==> src/rtl/sub_serial_n.sv <==
// Multi-cycle N-bit subtractor: diff = a - b - b_in, K bits per clock, valid/ready on both sides.
// Optional signed-overflow output `ovf` is enabled by defining SUB_SERIAL_OVF_EN.
module sub_serial_n #(
    parameter int N = 32,
    parameter int K = 4
) (
    input  logic         clk,
    input  logic         rst_n,
    input  logic [N-1:0] a,
    input  logic [N-1:0] b,
    input  logic         b_in,
    input  logic         in_valid,
    output logic         in_ready,
    output logic [N-1:0] diff,
    output logic         b_out,
    output logic         out_valid,
    input  logic         out_ready
`ifdef SUB_SERIAL_OVF_EN
    ,
    output logic         ovf
`endif
);

    localparam int CHUNKS = N / K;
    localparam int CNT_W  = (CHUNKS > 1) ? $clog2(CHUNKS) : 1;

    typedef enum logic [1:0] {
        ST_IDLE = 2'd0,
        ST_BUSY = 2'd1,
        ST_DONE = 2'd2
    } state_t;

    state_t           state_r;
    state_t           state_s;
    logic [CNT_W-1:0] cnt_r;
    logic [N-1:0]     a_r;
    logic [N-1:0]     b_r;
    logic [N-1:0]     diff_r;
    logic [N-1:0]     diff_s;
    logic             borrow_r;
    logic             b_out_r;
    logic             in_ready_r;
    logic             out_valid_r;
    logic [K:0]       chunk_s;
    logic             accept_s;
    logic             last_s;

    // One K-bit slice: returns {borrow_out, difference} from a + ~b + ~borrow_in.
    function automatic logic [K:0] sub_chunk(input logic [K-1:0] x, input logic [K-1:0] y,
                                             input logic bin);
        logic [K:0] sum;
        sum = {1'b0, x} + {1'b0, ~y} + {{K{1'b0}}, ~bin};
        return {~sum[K], sum[K-1:0]};
    endfunction

    // Handshake decode and the current chunk result.
    always_comb begin
        accept_s = (state_r == ST_IDLE) && in_valid;
        last_s   = (cnt_r == CNT_W'(CHUNKS - 1));
        chunk_s  = sub_chunk(a_r[K-1:0], b_r[K-1:0], borrow_r);
    end

    // The chunk result enters the difference register from the top.
    if (K == N) begin : g_single
        assign diff_s = chunk_s[K-1:0];
    end else begin : g_multi
        assign diff_s = {chunk_s[K-1:0], diff_r[N-1:K]};
    end

    // Next-state logic.
    always_comb begin
        state_s = state_r;
        case (state_r)
            ST_IDLE: begin
                if (accept_s) state_s = ST_BUSY;
                else          state_s = ST_IDLE;
            end
            ST_BUSY: begin
                if (last_s) state_s = ST_DONE;
                else        state_s = ST_BUSY;
            end
            ST_DONE: begin
                if (out_ready) state_s = ST_IDLE;
                else           state_s = ST_DONE;
            end
            default: state_s = ST_IDLE;
        endcase
    end

    // State register with handshake outputs registered from the next state.
    always_ff @(posedge clk or negedge rst_n) begin
        if (!rst_n) begin
            state_r     <= ST_IDLE;
            in_ready_r  <= 1'b1;
            out_valid_r <= 1'b0;
        end else begin
            state_r     <= state_s;
            in_ready_r  <= (state_s == ST_IDLE);
            out_valid_r <= (state_s == ST_DONE);
        end
    end

    // Operand shift registers, borrow chain, counter and result registers.
    always_ff @(posedge clk or negedge rst_n) begin
        if (!rst_n) begin
            a_r      <= {N{1'b0}};
            b_r      <= {N{1'b0}};
            diff_r   <= {N{1'b0}};
            borrow_r <= 1'b0;
            b_out_r  <= 1'b0;
            cnt_r    <= {CNT_W{1'b0}};
        end else begin
            case (state_r)
                ST_IDLE: begin
                    if (accept_s) begin
                        a_r      <= a;
                        b_r      <= b;
                        borrow_r <= b_in;
                        cnt_r    <= {CNT_W{1'b0}};
                    end
                end
                ST_BUSY: begin
                    a_r      <= a_r >> K;
                    b_r      <= b_r >> K;
                    borrow_r <= chunk_s[K];
                    diff_r   <= diff_s;
                    cnt_r    <= cnt_r + CNT_W'(1);
                    if (last_s) b_out_r <= chunk_s[K];
                end
                default: begin
                    cnt_r <= cnt_r;
                end
            endcase
        end
    end

`ifdef SUB_SERIAL_OVF_EN
    logic a_msb_r;
    logic b_msb_r;
    logic ovf_r;

    // Sign bits are kept aside because the operand registers shift away.
    always_ff @(posedge clk or negedge rst_n) begin
        if (!rst_n) begin
            a_msb_r <= 1'b0;
            b_msb_r <= 1'b0;
            ovf_r   <= 1'b0;
        end else begin
            if (accept_s) begin
                a_msb_r <= a[N-1];
                b_msb_r <= b[N-1];
            end
            if ((state_r == ST_BUSY) && last_s) begin
                ovf_r <= (a_msb_r ^ b_msb_r) & (chunk_s[K-1] ^ a_msb_r);
            end
        end
    end

    assign ovf = ovf_r;
`endif

    assign in_ready  = in_ready_r;
    assign out_valid = out_valid_r;
    assign diff      = diff_r;
    assign b_out     = b_out_r;

endmodule

==> config.mk <==
export PLATFORM = sky130hd
export DESIGN_NAME = sub_serial_n
export DESIGN_NICKNAME = d
export VERILOG_FILES = /design/src/rtl/sub_serial_n.sv
export SDC_FILE = /design/constraint.sdc
export NUM_CORES = 1
export LEC_CHECK = 0
export BUFFER_PORTS_ARGS = -buffer_cell sky130_fd_sc_hd__clkbuf_2
export CORE_MARGIN = 2
export CORE_UTILIZATION = 30
export CTS_CLUSTER_SIZE = 14
export DETAILED_ROUTE_END_ITERATION = 10
export GPL_ROUTABILITY_DRIVEN = 0
export SLEW_MARGIN = 40
export SYNTH_ARGS = -nofsm -noshare
export SYNTH_HDL_FRONTEND = slang
export SYNTH_SLANG_ARGS = --single-unit
==> constraint.sdc <==
create_clock -name clk -period 1.7 [get_ports clk]
set_input_delay 0.17 -clock clk [delete_from_list [all_inputs] [get_ports clk]]
set_output_delay 0.17 -clock clk [all_outputs]
set_load 0.005 [all_outputs]
== After elaboration in Yosys (flattened, before gate mapping) ==
Cells that the tools add are included.

* Register bits: 105
* Input port bits: 69
* Logic and storage cells: 38

* $add $sub $neg: 3
* Equal/unequal tests: 5
* Muxes and demuxes: 12
* Bitwise operators: 3
* Reduce and logical (&&, ||, !) cells: 6

{| class="wikitable"
|+ Operators by type and width
! cell !! count
|-
| $pmux 32 s2 || 2
|-
| $mux 32 || 2
|-
| $pmux 2 s3 || 1
|-
| $pmux 3 s2 || 1
|-
| $add 4x4->5 || 1
|-
| $add 5x1->5 || 1
|-
| $eq 2x2->1 const B || 2
|-
| $logic_not 2->1 || 2
|-
| $mux 2 || 2
|-
| $not 4->4 || 1
|-
| $reduce_and 2->1 || 2
|-
| $add 3x1->3 const B || 1
|-
| $eq 3x3->1 const B || 1
|-
| $mux 3 || 1
|-
| $eq 2x1->1 const B || 1
|-
| $mux 1 || 2
|-
| $ne 2x2->1 const B || 1
|-
| $not 1->1 || 2
|-
| $pmux 1 s2 || 1
|-
| $reduce_bool 2->1 || 1
|-
| $logic_and 1x1->1 || 1
|}

== Logic depth before layout (Yosys ltp) ==
Gate-level depths: netlist of run 1.

* Depth after elaboration: 5
* Gate-level depth with buffers: 7
* Depth with buffers taken out: 7

== Worst setup path after synthesis of run 1 ==
No wires, ideal clock.

* Kind: reg-to-reg
* From: register a_r[0]
* To: register b_out_r (netlist: b_out)
* Arrival: 1.354 ns
* Required time: 1.580 ns
* Setup slack: 0.225 ns
* Stages on the path, launching flop included: 7
* Clock period less this slack: 1.475 ns
* Path through: dfrtp_1 > inv_1 > fa_1 > inv_1 > fa_1 > nand3_1 > a41o_1

* Cells in the longest elaborated chain, start to end: 3

{| class="wikitable"
|+ Ends and longest elaborated chain
! element !! line !! source
|-
| from (decl) || 36 || <nowiki>logic [N-1:0] a_r;</nowiki>
|-
| from (signal assigned) || 106 || <nowiki>a_r <= {N{1'b0}};</nowiki>
|-
| from (signal assigned) || 123 || <nowiki>a_r <= a_r >> K;</nowiki>
|-
| $add 4x4->5 || 52 || <nowiki>sum = {1'b0, x} + {1'b0, ~y} + {{K{1'b0}}, ~bin};</nowiki>
|-
| $add 5x1->5 || 52 ||
|-
| $not 1->1 || 53 || <nowiki>return {~sum[K], sum[K-1:0]};</nowiki>
|-
| to (signal assigned) || 128 || <nowiki>if (last_s) b_out_r <= chunk_s[K];</nowiki>
|-
| to (decl) || 41 || <nowiki>logic b_out_r;</nowiki>
|}

No other way between the ends.
A chain may end at the register's enable or synchronous reset.

== Final worst setup path of run 1 ==
Same ends and word-level chain as after synthesis.

==> results of run 1 <==
==> worst paths after layout <==
check	start	slack, ps	end
setup / recovery	a_r[0]	110	b_out
hold / removal	a[29]	30	a_r[29]
setup reg to reg	a_r[0]	110	b_out
hold reg to reg	diff[2]	490	diff[2]
max in group asynchronous	rst_n	1020	b_r[5]
min in group asynchronous	rst_n	360	out_valid
==> synthesized netlist by cell type (2+ instances only) <==
master,n,area share [%]
nand2_1,169,13
dfrtp_1,104,55
o21ai_1,64,6.8
mux2i_1,53,11
buf_2,13,1.4
inv_1,7,0.55
buf_12,5,2.1
buf_6,5,1.2
ha_1,5,1.3
o311ai_1,4,0.74
a21oi_1,3,0.32
buf_1,3,0.24
buf_4,3,0.48
a22o_1,2,0.37
clkbuf_1,2,0.16
fa_1,2,0.85
nand2b_1,2,0.26
nand3_1,2,0.21
nor2_1,2,0.16
nor4bb_1,2,0.42
==> cell families after synthesis <==
family | synth area share, %
adder cells (fa/ha/maj) | 2.165
flip-flops | 55.48
multiplexers | 11.20
AND/OR/NAND/NOR | 15.58
AO/OA/AOI/OAI | 9.295
XOR/XNOR | 0.1849
buffers and inverters | 6.100
==> power breakdown <==
part           internal (mW)  switching [mW]
registers               3.50           0.626
clock network           1.15           0.949
logic                   1.82            2.33
==> worst max-delay path, stage by stage (launching register included) <==
cell and delay [ps]:
dfrtp_1 330, inv_1 70, fa_1 460, inv_1 80, fa_1 200, nand3_1 110, a41o_1 240
==> cells in the final DEF (no fill, tap or decap), types with 2 or more instances in the layout <==
master / count
clkinvlp_4: 2
mux2i_1: 53
a21oi_1: 3
fa_1: 2
buf_4: 5
clkbuf_2: 102
a22o_1: 2
nor2_1: 2
inv_1: 7
nand2_1: 169
dfrtp_1: 104
buf_12: 9
nand3_1: 2
nor4bb_1: 2
o311ai_1: 4
inv_6: 2
o21ai_1: 64
ha_1: 5
clkbuf_16: 9
==> state kept, by name, indices dropped and copies added, names as in the netlist <==
signal,count
b_r,32
out_valid,1
state_r,2
borrow_r,1
b_out,1
diff,32
in_ready,1
cnt_r,3
a_r,32
==> cell type report <==
| type | instances | area (µm²) | share of cell area (%) |
|---|---|---|---|
| Multi-Input combinational cell | 323 | 1829 | 31.60 |
| Clock inverter | 7 | 76.32 | 1.319 |
| Inverter | 7 | 26.28 | 0.4540 |
| Timing Repair Buffer | 117 | 738.2 | 12.75 |
| Clock buffer | 9 | 225.2 | 3.891 |
| Sequential cell | 105 | 2629 | 45.42 |
| Tap cell | 211 | 264.0 | 4.561 |
==> metrics by stage <==
| step | setup WS [ps] | instance area, µm² | power [mW] |
|---|---|---|---|
| 2_1_floorplan | 225.2 | 4738 | 7.046 |
| 3_3_place_gp | 168.3 | 5477 | 8.221 |
| 3_5_place_dp | 125.9 | 5477 | 8.396 |
| 4_1_cts | 84.32 | 5788 | 10.58 |
| 5_1_grt | 1.893 | 5788 | 11.33 |
| 6_report | 105.3 | 5788 | 10.37 |
==> per-layer routing <==
layer | routed length, µm | vias to the layer above
met3 | 616 | 15
met1 | 4947 | 1682
met4 | 172 | 0
met5 | 0 | -
met2 | 4720 | 98
li1 | - | 1750
==> what timing repair did <==
action / in CTS / in global routing
endpoints found under the hold margin: 104 / 0
buffers inserted: 0 / 0
hold buffers: 1 / 0
==> flow_summary.yaml, run 1 <==
run_status:
  status: "finished, final reports clean"
critical_path:
  path_class: "reg -> reg"
  crit_required_ps: 1940
  end_kind: "register"
  path_max_fanout: 2
  cp.arrival_ps: 1830
  crit_path_start_kind: "register"
  rr_worst_depth: 6
global_routing:
  use_met2_pct: 20.97
  grt_max_degree: 64
  grtUsageMet1_pct: 18.38
  grt_usage_pct: 13.39
  grt_pass1_wl_um: 17770
  first_global_vias: 3605
  busiest_layer: "met2"
  grt_remaining_overflow: 0
  antenna_found_initial: 0
  use_met3_pct: 3.386
final_layout:
  finalNonFillerCells: 779
  final_nets: 639
  layout-drive-gt1-share_pct: 24.12
  n_fill_cell: 1568
  antenna_cells: 0
  utilization_pct: 37.79
  area_growth_pct: 22.15
drt:
  final_antenna_net_count: 0
  via_count: 3545
  drt_iter0_markers: 184
  vias_per_cell: 4.551
  detail_route.wl_per_cell_um: 13.42
  remaining_drc_errors: 0
  firstDrtPassIters: 4
  wl_um: 10460
clock_network:
  clkLatencyLatePin_ps: 350
  cts_tree: "yes"
  cts_buffers: 9
  htree_levels: 3
  path_clk_slew_ps: 70
  root_buffer: "clkbuf_16"
  cts_resized: 0
  cts_num_sinks: 105
  cts_buffer_depth: 2
floorplan:
  die_area_mm2: 0.01682
  ios: 104
  die_x_um: 129.7
  start_util_pct: 30.94
  rows: 45
  coreArea_mm2: 0.01531
  die_h_um: 129.7
place:
  numPortBuffers: 103
  hpwl_um: 7463
  dp.cells: 762
logic_synthesis:
  async_reset_ff_share_pct: 100.0
  yosysSeqAreaShare_pct: 55.48
  synth_ff_type: "dfrtp_1"
  syn_nets: 542
  syn_avg_cell_area_um2: 10.17
  ys_types: 34
  syn_area_mm2: 0.004738
  synth_cells: 466
  synth-seq-cells: 105
  yosys_warnings: 0
  synth_edf_count: 0
power_and_ir_drop:
  p_leak_nw: 2.777
  pwr_density_cell_mw_per_mm2: 1791
  irDropWorstVdd_v: 0.0006446
sta:
  worst_slew_pin_slew_ps: 341.7
  skew_ps: 8.580
  min_period_ps: 1595
  drv_slew: 0
  finalSetupViolCount: 0
  hold_slack_ps: 33.12
  period_share_pct: 93.81
  hold_violations: 0
  max_freq_ghz: 0.6271
  rsz0062_at_grt: "false"
  setup_tns_ps: 0
  slew_headroom_pct: 77.22
min_path:
  hp-class: "in -> reg"
  holdPathStages: 3
run:
  maxCapViolCount: 0
Note: power is estimated with default switching activity, not from simulation.
==> run 2, diff against run 1 <==
- ABC_AREA: not set -> 1
==> run 2 against run 1 <==
Effect of this change:
- via count up 7.1%
- fmax increased by 5.9%
- worst hold slack better by 3.7 ps
- clock power decreased by 7%
- non-clock buffer count is 1 lower
- highest routed layer unchanged
==> flow_summary.yaml, run 2 <==
place:
  dpl_cell_area_mm2: 0.005567
  hpwl_um: 7262
  place_ws_ps: 140.0
  numPortBuffers: 103
  dp.cells: 870
drt:
  drt-met1-wl_um: 5246
  vias_per_cell: 4.282
  firstDrtPassIters: 4
  routed-wl-met3_um: 600
  detail_route.wl_per_cell_um: 11.71
  top_layer_used: "met4"
  drt_iter0_markers: 233
  final_antenna_net_count: 0
  remaining_drc_errors: 0
  via_count: 3798
  wl_met2_um: 4399
  wl_um: 10390
floorplan:
  ios: 104
  die_area_mm2: 0.01709
  start_util_pct: 30.55
  rows: 46
  die_h_um: 130.7
  die_x_um: 130.7
  coreArea_mm2: 0.01577
global_routing:
  grt_max_degree: 83
  grt_remaining_overflow: 0
  antenna_found_initial: 0
  first_global_vias: 3663
  grt_pass1_wl_um: 17790
  grt_usage_pct: 13.25
logic_synthesis:
  syn_nets: 646
  synth_ff_type: "dfrtp_1"
  syn_avg_cell_area_um2: 8.451
  yosys_warnings: 0
  synth_edf_count: 0
  synth_most_common_cell: "nand2_1"
  async_reset_ff_share_pct: 100.0
  yosysTopAreaCell: "dfrtp_1"
  synth_top_cells_by_count: "nand2_1 (182), dfrtp_1 (104), inv_1 (77)"
  ys_types: 22
  synth_area_leaders: "dfrtp_1 (54%), nand2_1 (14%), o21ai_0 (7.4%)"
  yosysSeqAreaShare_pct: 54.57
  synth_top_area_share_pct: 54.03
  synth-seq-cells: 105
  synth_cells: 570
  syn_area_mm2: 0.004817
critical_path:
  path_max_fanout: 2
  path_depth: 5
  cpMostUsedCell: "fa_2"
  crit_required_ps: 1930
  slowest_delay_ps: 410
  path_class: "reg -> reg"
  crit_chain: "fa_2 > inv_2 > fa_2 > nand2_1 > o21ai_0"
  end_kind: "register"
  crit_buf_inv: 1
  rr_worst_depth: 5
  crit_slowest_cell: "dfrtp_1"
  crit_path_start_kind: "register"
  cp.arrival_ps: 1740
  critPathTopFamily: "adder cells"
sta:
  min_period_ps: 1505
  finalSetupViolCount: 0
  slew_headroom_pct: 70.16
  rsz0062_at_grt: "false"
  max_freq_ghz: 0.6643
  hold_violations: 0
  layout_setup_ws_ps: 194.6
  skew_ps: 6.953
  drv_slew: 0
  period_share_pct: 88.55
  setup_tns_ps: 0
  worst_slew_pin_slew_ps: 447.5
power_and_ir_drop:
  p_seq_share_pct: 36.5
  sw_frac_of_total_pct: 40.99
  clkPwrFrac_pct: 17.6
  switchingPower_mw: 4.564
  pwr_density_cell_mw_per_mm2: 1901
  total_power_mw: 11.13
  p_comb_share_pct: 45.8
  p_leak_nw: 2.937
  p_int_mw: 6.570
  irDropWorstVdd_v: 0.0009136
final_layout:
  finalNonFillerCells: 887
  layout-drive-gt1-share_pct: 22.65
  final_cell_mix: "nand2_1 (182), dfrtp_1 (104), clkbuf_2 (102)"
  layout_commonest_cell: "nand2_1"
  area_growth_pct: 21.58
  fin_area_mm2: 0.005857
  final_nets: 742
  antenna_cells: 0
run_status:
  status: "finished, final reports clean"
clock_network:
  path_clk_slew_ps: 70
  root_buffer: "clkbuf_16"
  cts_num_sinks: 105
  clkLatencyLatePin_ps: 340
  cts_buffer_depth: 2
  htree_levels: 3
  cts_tree: "yes"
  cts_buffers: 9
run:
  maxCapViolCount: 0
min_path:
  holdPathStages: 3
  hp-class: "in -> reg"
run 2: final timing paths:
check | from | to | slack (ps)
setup / recovery | b_r[0] | diff[29] | 190
hold / removal | b[29] | b_r[29] | 40
setup reg to reg | b_r[0] | diff[29] | 190
hold reg to reg | cnt_r[1] | cnt_r[1] | 480
max in group asynchronous | rst_n | b_r[1] | 850
min in group asynchronous | rst_n | diff[1] | 310
run 2: area by class of cell:
| type | instances | area, µm² |
|---|---|---|
| repair buffers | 116 | 705.7 |
| clock buffers | 12 | 246.5 |
| multi-input cells | 352 | 1669 |
| well taps | 216 | 270.3 |
| fillers | 1718 | 9913 |
| clock inverters | 4 | 28.78 |
| flip-flops and latches | 105 | 2629 |
| inverters | 82 | 307.8 |
run 2: kinds of logic (layout without fill, tap and decap cells):
logic type,Yosys count,after routing,synth area share [%]
and+or+nand+nor,193,193,15.69
buffers and inverters,113,214,10.88
adders and majority gates,7,7,2.130
xor gates and xnor gates,1,1,0.1819
AOI/OAI and AO/OA,151,151,16.55
DFF,105,105,54.57
run 2: per-stage QoR:
stage / utilization [%] / hold slack (ps)
floorplan: - / -125.6
global placement: 35.30 / 153.5
detailed placement: 35.30 / 153.5
CTS: 37.11 / 23.95
global route: 37.14 / 29.84
finish: 37.14 / 36.80
run 2: power groups by stage:
stage	logic [mW]	clock network (mW)	registers (mW)
6_report	5.10	1.96	4.07
3_5_place_dp	5.18	0	4.12
4_1_cts	5.21	2.04	4.07
2_1_floorplan	3.86	0	4.07
3_3_place_gp	5.10	0	4.08
5_1_grt	6.06	2.15	4.20
run 2: per-layer routing:
| layer | vias up | GRT usage [%] |
|---|---|---|
| met1 | 1713 | 19.41 |
| met5 | - | 0 |
| met3 | 9 | 2.728 |
| li1 | 1984 | - |
| met4 | 0 | 4.506 |
| met2 | 92 | 19.52 |
run 2: repair_timing:
item,4_1_cts,5_1_grt
hold endpoints to repair,26,0
setup buffers,0,0
hold buffers,1,0
setup endpoints to repair,0,2
resized for setup,0,5
run 2: worst register-to-register path: cells and delay by family (launching register included):
family | cells | cell delay (ps)
flops | 1 | 410
compound gates | 1 | 70
buf+inv | 1 | 70
fa+ha+maj | 2 | 780
simple gates | 1 | 70
==> run 3, diff against run 2 <==
- CORE_UTILIZATION: 30 -> 54
- PLACE_DENSITY: not set -> 0.79
==> run 3 against run 2 <==
Effect of this change:
- utilization up 27 points
- power fell by 5.7%
- non-clock buffer count shrank 1
- global-route usage increased by 7.8 points
- critical path depth increased by 4
- sequential share of layout area is 2.1 points higher
- final area shrank 4.4%
- largest cell class unchanged
- highest routed layer unchanged
==> flow_summary.yaml, run 3 (same netlist as run 2, synthesis figures left out) <==
floorplan:
  coreArea_mm2: 0.008678
  ios: 104
  die_x_um: 98.45
  die_h_um: 98.45
  die_area_mm2: 0.009692
  start_util_pct: 55.51
  rows: 34
drt:
  remaining_drc_errors: 0
  vias_per_cell: 5.018
  wl_um: 9550
  via_count: 3904
  detail_route.wl_per_cell_um: 12.28
  firstDrtPassIters: 4
  final_antenna_net_count: 0
  drt_iter0_markers: 220
clock_network:
  htree_levels: 3
  cts_tree: "yes"
  clkLatencyLatePin_ps: 380
  root_buffer: "clkbuf_8"
  cts_buffers: 9
  path_clk_slew_ps: 90
  cts_buffer_depth: 2
  cts_num_sinks: 105
critical_path:
  end_kind: "register"
  crit_required_ps: 1960
  rr_worst_depth: 9
  r2r-start: "a_r[0]"
  r2r-end: "borrow_r"
  crit_path_start_kind: "register"
  path_max_fanout: 2
  path_class: "reg -> reg"
  r2r_slack_ps: 90
  cp.arrival_ps: 1870
global_routing:
  busiest_layer: "met2"
  grt_usage_pct: 21.09
  use_met3_pct: 3.759
  grtUsageMet1_pct: 28.65
  use_met2_pct: 34.54
  first_global_vias: 3801
  grt_max_degree: 83
  antenna_found_initial: 0
  grt_pass1_wl_um: 16730
  grt_remaining_overflow: 0
power_and_ir_drop:
  p_leak_nw: 2.892
  irDropWorstVdd_v: 0.001138
  total_power_mw: 10.50
  pwr_density_cell_mw_per_mm2: 1876
min_path:
  hp-class: "in -> reg"
  hp-start: "a[31]"
  holdPathStages: 3
  hold_end: "a_r[31]"
final_layout:
  final_nets: 741
  final_cell_mix: "nand2_1 (182), dfrtp_1 (104), clkbuf_2 (102)"
  finalNonFillerCells: 778
  layout_commonest_cell: "nand2_1"
  layout-drive-gt1-share_pct: 22.09
  antenna_cells: 0
  area_growth_pct: 16.23
run:
  maxCapViolCount: 0
sta:
  min_period_ps: 1606
  hold_violations: 0
  finalSetupViolCount: 0
  skew_ps: 8.357
  drv_slew: 0
  slew_headroom_pct: 66.34
  period_share_pct: 94.45
  max_freq_ghz: 0.6228
  worst_slew_pin_slew_ps: 504.1
run_status:
  status: "finished, final reports clean"
place:
  hpwl_um: 6617
  numPortBuffers: 103
  dp.cells: 758
==> run 3: cell types whose count changed in the layout (fill, tap and decap cells not counted), moves of 2 or more <==
cell,previous run,this run
buf_12,7,5
dlygate4sd3_1,1,3
clkinvlp_4,2,0
clkbuf_16,9,0
clkbuf_8,1,11
==> run 3: worst max path at each step <==
stage | start | end | slack [ps] | depth (start not counted)
floorplan | a_r[0] | diff[29] | 210 | 6
global placement | a_r[0] | diff[29] | 150 | 6
detailed placement | a_r[0] | borrow_r | 100 | 9
CTS | a_r[0] | borrow_r | 80 | 9
global route | a_r[0] | diff[29] | -1 | 6
finish | a_r[0] | borrow_r | 90 | 9
==> run 3: final cells by class <==
| type | count | area [µm²] |
|---|---|---|
| Fill cell | 752 | 3079 |
| Tap cell | 108 | 135.1 |
| Timing Repair Buffer | 115 | 678.2 |
| Clock buffer | 12 | 155.1 |
| Inverter | 82 | 307.8 |
| Clock inverter | 4 | 27.53 |
| Sequential cell | 105 | 2629 |
| Multi-Input combinational cell | 352 | 1667 |
==> run 3: worst max-delay path, cell delays in order (launching register included) <==
cell,delay [ps]
dfrtp_1,330
inv_1,70
fa_1,430
inv_2,80
fa_2,220
nand2_1,60
nand2_1,60
o21ai_0,100
nand2_1,80
nand3_1,80
==> run 3: stage by stage <==
| step | area [µm²] | hold WS [ps] | setup slack [ps] | setup TNS (ps) | util, % |
|---|---|---|---|---|---|
| 2_1_floorplan | 4817 | -125.6 | 206.4 | 0 | - |
| 3_5_place_dp | 5376 | 127.9 | 102.2 | 0 | 61.95 |
| 3_3_place_gp | 5376 | 118.5 | 146.3 | 0 | 61.95 |
| 5_1_grt | 5599 | 21.90 | -1.273 | -1.273 | 64.52 |
| 6_report | 5599 | 8.881 | 94.35 | 0 | 64.52 |
| 4_1_cts | 5589 | 2.109 | 83.91 | 0 | 64.40 |
==> run 3: per-layer routing <==
metal  share of wire [%]  up-vias
met3                 5.2        7
met2                  48       94
met4                0.95        0
met5                   0        -
li1                    -     1972
met1                  46     1831
==> run 3: report_power, final <==
group          internal [mW]  total [mW]  switching [mW]  leakage (nW)
logic                   1.81        4.96            3.14          1.46
registers               3.61        4.09           0.471          1.33
clock network          0.615        1.46           0.845        0.0963
==> run 3: repair_timing <==
action,CTS,global route
endpoints found under the setup margin,0,3
resized for setup,0,2
setup buffers,0,1
hold buffers,3,0
hold endpoints to repair,27,0
